## src/rtl/debug_uart_tx_pkg.sv

```systemverilog
// Shared debug-unit definitions: host-link opcodes, default baud divisor and
// the per-byte transmitter state encoding.
package debug_uart_tx_pkg;

    localparam logic [7:0] OP_NONE    = 8'hFF;
    localparam logic [7:0] OP_SIGNAL  = 8'h01;
    localparam logic [7:0] OP_OK      = 8'h02;
    localparam logic [7:0] OP_PING    = 8'h03;
    localparam logic [7:0] OP_PAUSE   = 8'h04;
    localparam logic [7:0] OP_RESUME  = 8'h05;
    localparam logic [7:0] OP_NEXT    = 8'h06;
    localparam logic [7:0] OP_PROGRAM = 8'h07;

    // 100 MHz system clock / 115200 baud
    localparam int unsigned DEFAULT_CLKS_PER_BIT = 868;

    typedef enum logic [1:0] {
        StIdle,
        StStart,
        StData,
        StStop
    } tx_state_e;

endpackage

```

## src/rtl/debug_uart_tx_if.sv

```systemverilog
// Request/status bundle between the debug-unit control logic and the
// response transmitter. SIG_BYTES must match the transmitter's parameter.
interface debug_uart_tx_if #(
    parameter int unsigned SIG_BYTES = 4
);
    logic                     send_ok;
    logic                     send_signal;
    logic [31:0]              pc;
    logic [8*SIG_BYTES-1:0]   signals;
    logic                     busy;
    logic                     done;
    logic                     uart_tx;

    modport master (
        output send_ok, send_signal, pc, signals,
        input  busy, done, uart_tx
    );

    modport slave (
        input  send_ok, send_signal, pc, signals,
        output busy, done, uart_tx
    );
endinterface

```

## src/rtl/uart_byte_tx.sv

```systemverilog
// Single-byte 8N1 UART transmitter with a valid/ready byte handshake.
// byte_ready is also high on the last cycle of a stop bit so a queued byte
// starts with no idle gap between frames.
module uart_byte_tx
    import debug_uart_tx_pkg::*;
#(
    parameter int unsigned CLKS_PER_BIT = DEFAULT_CLKS_PER_BIT
) (
    input  logic       clk,
    input  logic       rst,
    input  logic       byte_valid,
    output logic       byte_ready,
    input  logic [7:0] data,
    output logic       uart_tx
);

    localparam int unsigned BaudW = (CLKS_PER_BIT > 1) ? $clog2(CLKS_PER_BIT) : 1;
    localparam logic [BaudW-1:0] BaudLast = BaudW'(CLKS_PER_BIT - 1);

    tx_state_e        state_q, state_d;
    logic [BaudW-1:0] baud_q, baud_d;
    logic [2:0]       bit_q, bit_d;
    logic [7:0]       shift_q, shift_d;
    logic             tx_q, tx_d;
    logic             baud_last;

    assign baud_last  = (baud_q == BaudLast);
    assign byte_ready = (state_q == StIdle) || ((state_q == StStop) && baud_last);
    assign uart_tx    = tx_q;

    // Next state, counters and registered line level for the upcoming cycle.
    always_comb begin
        state_d = state_q;
        baud_d  = baud_q;
        bit_d   = bit_q;
        shift_d = shift_q;

        unique case (state_q)
            StIdle: begin
                if (byte_valid) begin
                    state_d = StStart;
                    baud_d  = '0;
                    bit_d   = '0;
                    shift_d = data;
                end
            end
            StStart: begin
                if (baud_last) begin
                    state_d = StData;
                    baud_d  = '0;
                end else begin
                    baud_d = baud_q + 1'b1;
                end
            end
            StData: begin
                if (baud_last) begin
                    baud_d  = '0;
                    shift_d = {1'b0, shift_q[7:1]};
                    if (bit_q == 3'd7) begin
                        state_d = StStop;
                        bit_d   = '0;
                    end else begin
                        bit_d = bit_q + 1'b1;
                    end
                end else begin
                    baud_d = baud_q + 1'b1;
                end
            end
            StStop: begin
                if (baud_last) begin
                    baud_d = '0;
                    bit_d  = '0;
                    if (byte_valid) begin
                        state_d = StStart;
                        shift_d = data;
                    end else begin
                        state_d = StIdle;
                    end
                end else begin
                    baud_d = baud_q + 1'b1;
                end
            end
            default: state_d = StIdle;
        endcase

        // Line level follows the state we are entering so uart_tx is a flop.
        tx_d = 1'b1;
        case (state_d)
            StStart: tx_d = 1'b0;
            StData:  tx_d = shift_d[0];
            default: tx_d = 1'b1;
        endcase
    end

    // State and datapath registers with synchronous reset to an idle line.
    always_ff @(posedge clk) begin
        if (rst) begin
            state_q <= StIdle;
            baud_q  <= '0;
            bit_q   <= '0;
            shift_q <= '0;
            tx_q    <= 1'b1;
        end else begin
            state_q <= state_d;
            baud_q  <= baud_d;
            bit_q   <= bit_d;
            shift_q <= shift_d;
            tx_q    <= tx_d;
        end
    end

endmodule

```

## src/rtl/debug_uart_tx.sv

```systemverilog
// Debug-unit response transmitter: sequences OP_OK or OP_SIGNAL packets
// (opcode, PC little-endian, signal snapshot little-endian) into the byte
// transmitter. The first byte is handed over on the accept edge itself so
// the start bit appears on the very next edge.
module debug_uart_tx
    import debug_uart_tx_pkg::*;
#(
    parameter int unsigned CLKS_PER_BIT = DEFAULT_CLKS_PER_BIT,
    parameter int unsigned SIG_BYTES    = 4
) (
    input logic            clk,
    input logic            rst,
    debug_uart_tx_if.slave bus
);

    localparam int unsigned NumBytes = 5 + SIG_BYTES;
    localparam int unsigned IdxW     = $clog2(NumBytes);
    localparam logic [IdxW-1:0] IdxLast = IdxW'(NumBytes - 1);

    logic                     busy_q, busy_d;
    logic                     done_q, done_d;
    logic [IdxW-1:0]          idx_q, idx_d;
    logic [IdxW-1:0]          last_q, last_d;
    logic [NumBytes-1:0][7:0] shadow_q, shadow_d;

    logic            accept;
    logic            more;
    logic [IdxW-1:0] idx_next;
    logic [IdxW-1:0] sel;
    logic [7:0]      opcode;
    logic [7:0]      byte_data;
    logic            byte_valid;
    logic            byte_ready;
    logic            line;

    // send_signal has priority; requests while busy are dropped.
    assign accept   = !busy_q && (bus.send_ok || bus.send_signal);
    assign opcode   = bus.send_signal ? OP_SIGNAL : OP_OK;
    assign more     = (idx_q != last_q);
    assign idx_next = idx_q + 1'b1;
    // Keep the mux index in range once the last byte is underway.
    assign sel      = more ? idx_next : idx_q;

    assign byte_valid = accept || (busy_q && more);
    assign byte_data  = accept ? opcode : shadow_q[sel];

    // Packet sequencing: capture payload on accept, step the byte index at
    // each stop-bit end, flag completion after the final byte.
    always_comb begin
        busy_d   = busy_q;
        done_d   = 1'b0;
        idx_d    = idx_q;
        last_d   = last_q;
        shadow_d = shadow_q;

        if (accept) begin
            busy_d   = 1'b1;
            idx_d    = '0;
            last_d   = bus.send_signal ? IdxLast : '0;
            shadow_d = {bus.signals, bus.pc, opcode};
        end else if (busy_q && byte_ready) begin
            if (more) begin
                idx_d = idx_next;
            end else begin
                busy_d = 1'b0;
                done_d = 1'b1;
            end
        end
    end

    // Sequencer registers with synchronous reset.
    always_ff @(posedge clk) begin
        if (rst) begin
            busy_q   <= 1'b0;
            done_q   <= 1'b0;
            idx_q    <= '0;
            last_q   <= '0;
            shadow_q <= '0;
        end else begin
            busy_q   <= busy_d;
            done_q   <= done_d;
            idx_q    <= idx_d;
            last_q   <= last_d;
            shadow_q <= shadow_d;
        end
    end

    uart_byte_tx #(
        .CLKS_PER_BIT(CLKS_PER_BIT)
    ) u_byte_tx (
        .clk        (clk),
        .rst        (rst),
        .byte_valid (byte_valid),
        .byte_ready (byte_ready),
        .data       (byte_data),
        .uart_tx    (line)
    );

    assign bus.uart_tx = line;
    assign bus.busy    = busy_q;
    assign bus.done    = done_q;

endmodule
```

## src/flat_wrapper.sv

```systemverilog
// flat-port wrapper written by rule: the top's interface ports become plain ports
module debug_uart_tx_flat import debug_uart_tx_pkg::*;
#(
    parameter int unsigned CLKS_PER_BIT = DEFAULT_CLKS_PER_BIT,
    parameter int unsigned SIG_BYTES    = 4
)
  (clk, rst, bus_send_ok, bus_send_signal, bus_pc, bus_signals, bus_busy, bus_done, bus_uart_tx);
  debug_uart_tx_if #(.SIG_BYTES(SIG_BYTES)) bus_i ();
  input logic clk;
  input logic rst;
  input wire logic [$bits(bus_i.send_ok)-1:0] bus_send_ok;
  input wire logic [$bits(bus_i.send_signal)-1:0] bus_send_signal;
  input wire logic [$bits(bus_i.pc)-1:0] bus_pc;
  input wire logic [$bits(bus_i.signals)-1:0] bus_signals;
  output wire logic [$bits(bus_i.busy)-1:0] bus_busy;
  output wire logic [$bits(bus_i.done)-1:0] bus_done;
  output wire logic [$bits(bus_i.uart_tx)-1:0] bus_uart_tx;
  assign bus_i.send_ok = bus_send_ok;
  assign bus_i.send_signal = bus_send_signal;
  assign bus_i.pc = bus_pc;
  assign bus_i.signals = bus_signals;
  assign bus_busy = bus_i.busy;
  assign bus_done = bus_i.done;
  assign bus_uart_tx = bus_i.uart_tx;
  debug_uart_tx #(.CLKS_PER_BIT(CLKS_PER_BIT), .SIG_BYTES(SIG_BYTES)) u_core (.clk(clk), .rst(rst), .bus(bus_i));
endmodule
```

## config.mk

```make
export PLATFORM = sky130hd
export DESIGN_NAME = debug_uart_tx_flat
export DESIGN_NICKNAME = d
export VERILOG_FILES = /design/src/rtl/debug_uart_tx_pkg.sv /design/src/rtl/debug_uart_tx_if.sv /design/src/rtl/uart_byte_tx.sv /design/src/rtl/debug_uart_tx.sv /design/src/flat_wrapper.sv
export SDC_FILE = /design/constraint.sdc
export NUM_CORES = 1
export LEC_CHECK = 0
export CORE_AREA = 2 2 102 154
export CTS_BUF_LIST = sky130_fd_sc_hd__clkbuf_16
export CTS_CLUSTER_SIZE = 8
export DETAILED_ROUTE_END_ITERATION = 16
export DIE_AREA = 0 0 104 156
export GPL_TIMING_DRIVEN = 0
export HOLD_SLACK_MARGIN = 0.03
export PLACE_DENSITY_LB_ADDON = 0.12
export SLEW_MARGIN = 10
export SYNTH_ARGS = -nofsm -noshare
export SYNTH_HDL_FRONTEND = slang
export SYNTH_SLANG_ARGS = --single-unit
```

## constraint.sdc

```tcl
create_clock -name clk -period 2.82 [get_ports clk]
set_input_delay 0.282 -clock clk [delete_from_list [all_inputs] [get_ports clk]]
set_output_delay 0.282 -clock clk [all_outputs]
set_load 0.01 [all_outputs]
```

==> run metrics <==
relative contribution of sequential cells to total power 38.2%; Clock power frac 29.5%; top post-synthesis cells by count nand2_1, dfxtp_1, a21oi_1; VDD IR-drop max 365.3 uV; wire per inst 17.40 um; clk_lat worst skew 0.36 ns; Critical-path top delay cell or4b_1; top fanout value on the critical path 10; cell chain of the critical path buf_6, clkinvlp_4, ha_1, buf_6, or4b_1, o32ai_2, or3_1, buf_4, nand3_1, and3_1, a221oi_1; Critical Path Max Stage Delay 0.56 ns; antenna diode count 0; total global routing overflow 0; library cells used by synthesis 65; first drt pass iteration count 5; post-synth top area cell dfxtp_1; wire length reported by the detailed router 16.25 mm; yosys synthesis warning count 0; antenna violations before repair 0; clock net sink count 96; area added between synthesis and finish 25.71%; largest cells by area after synthesis dfxtp_1, nand2_1, a21oi_1; via count of the first global-routing pass 4721; Inserted Clock Buffers 9; clock skew 0.006893 ns; launch point of the worst hold path u_core.shadow_q[62]; worst slack, placed -0.5240 ns; final max-slew violation count 0; outcome finished clean; total number of vias 4945; proportion of total power due to net switching 35.61%; Psw 1.515 mW; post-synthesis average cell area 7.930 sq um; die footprint 0.01622 sq mm; data required time at the worst endpoint 3.08 ns; transition time at the pin with the least slew margin 0.9209 ns; path class of the lowest-slack min-delay path flip-flop to flip-flop; classification of the worst setup path flip-flop to flip-flop; register bit count reported by yosys 96; number of port buffers 70; clock buffer depth 2; final setup slack of the worst path 0.08192 ns; startpoint of the worst register-to-register path u_core.idx_q[0]; end of the worst register-to-register path u_core.u_byte_tx.shift_q[1]; largest net degree at the start of global routing 17; reported max-cap violation count 0; launching element type of the critical path flip-flop; crit-path leading delay family simple AND/OR/NAND/NOR gates; Hold Path End u_core.shadow_q[62]; aggregate global-route resource usage 19.96%; Achievable Freq 365.2 MHz; cell area after synthesis 0.005139 sq mm; count of buffer and inverter cells on the critical path 4; CTS tree built; residual antenna-violating net count after detailed routing 0; minimum clock period after layout 2.738 ns; EDFF count, synth 0; worst reg2reg setup slack 0.08 ns; global-route wire length before repair 25.22 mm; asr flop ratio synth 0%; most frequent cell on the critical path buf_6; vias per inst 5.294; Finish-stage setup viols 0; net total in the final layout 809; max_slew headroom 38.38%; share of total power in combinational logic 32.3%; sort of element at the end of the critical path flip-flop; post-synthesis cell count 648; fraction of layout instances using a drive strength above 1 9.660%; Data arrival, critical path 3.00 ns; syn_nets 727; Rows 55; share of the synthesized area in the top cell type 37.40%; H-Tree Level Count 3; drc violations 0; vertical die dimension 156 um; internal power 2.740 mW; final count of hold timing violations 0; cell with the most instances after synthesis nand2_1; fraction of the cycle the final worst path needs 97.09%; fill cell instance count of the final layout 1597; final weighted congestion in routability-driven placement 0.9072; I/O pin cnt 71; area of the placeable core 0.01486 sq mm; die extent in x 104 um; sequential element share of the synthesized area 37.40%; starting utilization of the core area 34.57%; final total power 4.255 mW; number of DRC markers in iteration 0 186; Reg clk slew, reported paths 0.07 ns; detailed-placement wirelength estimate 12.70 mm; Leakage Power 2.303 nW; clock root buffer clkbuf_16; number of instances on the worst hold path 2; Worst Reg2Reg Path Length in Cells 11; hold buffer count at cts 0; power per unit of standard cell area 658.7 mW/mm^2; flip-flop cell with the highest count after synthesis dfxtp_1
area by class of cell:
cell class	instances	area, sq um	share of cell area, %
Buffer	44	210.2	3.254
Clock buffer	9	225.2	3.486
Clock inverter	7	68.82	1.065
Inverter	15	60.06	0.9297
Multi-Input combinational cell	491	3002	46.47
Sequential cell	96	1922	29.75
Tap cell	199	249.0	3.854
Timing Repair Buffer	73	723.2	11.20
state kept, by name, indices dropped and copies added (netlist names):
register	cells
u_core.bus.busy	1
u_core.bus.done	1
u_core.shadow_q	66
u_core.u_byte_tx.bit_q	3
u_core.u_byte_tx.state_q	2
u_core.u_byte_tx.uart_tx	1
u_core.u_byte_tx.baud_q	10
u_core.idx_q	4
u_core.u_byte_tx.shift_q	8
per-stage QoR:
step / area, sq um / hold slack, ns / TNS [ns] / util (%) / cells
after floorplan: 5139 / 0.4180 / 0 / - / 648
after global placement: 6088 / 0.4419 / -4.430 / 40.96 / 917
after detailed placement: 6088 / 0.4472 / -4.603 / 40.96 / 917
after CTS: 6434 / 0.4567 / 0 / 43.28 / 933
after global routing: 6460 / 0.4714 / -0.02157 / 43.46 / 934
final: 6460 / 0.4566 / 0 / 43.46 / 934
power groups by stage:
| stage | logic (mW) | registers [mW] | clock network, mW |
|---|---|---|---|
| final | 1.37 | 1.63 | 1.25 |
| after global routing | 1.52 | 1.64 | 1.32 |
| after CTS | 1.38 | 1.63 | 1.27 |
| after detailed placement | 1.35 | 1.66 | 0 |
| after global placement | 1.34 | 1.65 | 0 |
| after floorplan | 0.939 | 1.61 | 0 |
worst max path at each step:
stage               startpoint  slack [ns]                           to  cells past startpoint
6_report       u_core.idx_q[0]        0.08  u_core.u_byte_tx.shift_q[1]                     11
2_1_floorplan  u_core.idx_q[0]        0.14  u_core.u_byte_tx.shift_q[1]                     12
3_5_place_dp   u_core.idx_q[0]       -0.52  u_core.u_byte_tx.shift_q[2]                     11
3_3_place_gp   u_core.idx_q[0]       -0.52  u_core.u_byte_tx.shift_q[2]                     11
4_1_cts        u_core.idx_q[0]        0.06  u_core.u_byte_tx.shift_q[1]                     11
5_1_grt        u_core.idx_q[0]       -0.02  u_core.u_byte_tx.shift_q[1]                     11
worst reg2reg max path, stage by stage, from the launching register on:
cell,delay (ns)
dfxtp_1,0.36
buf_6,0.13
clkinvlp_4,0.10
ha_1,0.32
buf_6,0.16
or4b_1,0.56
o32ai_2,0.17
or3_1,0.14
buf_4,0.17
nand3_1,0.09
and3_1,0.21
a221oi_1,0.24
cell families after synthesis:
family,share of synthesized area (%)
and+or+nand+nor,22.40
buffers and inverters,5.210
adders and majority gates,2.678
AOI/OAI and AO/OA,22.52
DFF,37.40
xor gates and xnor gates,3.019
muxes,6.769
metal layers:
layer | up-vias | share of wire (%) | GRT usage [%]
met3 | 21 | 3.1 | 3.383
li1 | 2476 | - | -
met4 | 0 | 2.5 | 7.079
met5 | - | 0 | 0
met2 | 101 | 53 | 38.06
met1 | 2347 | 42 | 22.10
repair_timing:
item / in CTS / in global routing
pin swaps: 0 / 0
gates resized for setup: 9 / 3
setup endpoints to repair: 20 / 7
setup buffers: 1 / 2
hold endpoints to repair: 0 / 0
layout by cell type (no fill, tap or decap), types with 4 or more instances in the layout:
cell type        Yosys  layout
xnor2_1              8       8
a21oi_1             82      82
buf_4                2       5
clkbuf_16            0       9
a311oi_1             4       4
inv_1               15      14
or3_1                4       4
a221oi_2             0       5
mux2i_1             19      19
nand4_1              8       8
clkdlybuf4s50_1      0      70
dfxtp_1             96      96
nand3_1             25      25
o311ai_0             5       5
buf_1                4       4
clkbuf_1            25      23
ha_1                11      11
xor2_1               6       6
nor3_1               8       8
or2_2                4       4
nand2b_1             5       5
o21ai_0             18      18
buf_2               13      12
mux2_2               8       8
a31oi_1              5       5
nand2_1            151     151
and3_1               6       6
a211oi_1             5       5
nor2b_1              5       4
o211ai_1             8       8
nor2_1              33      33
No activity file was read; power rests on OpenSTA's default activity.
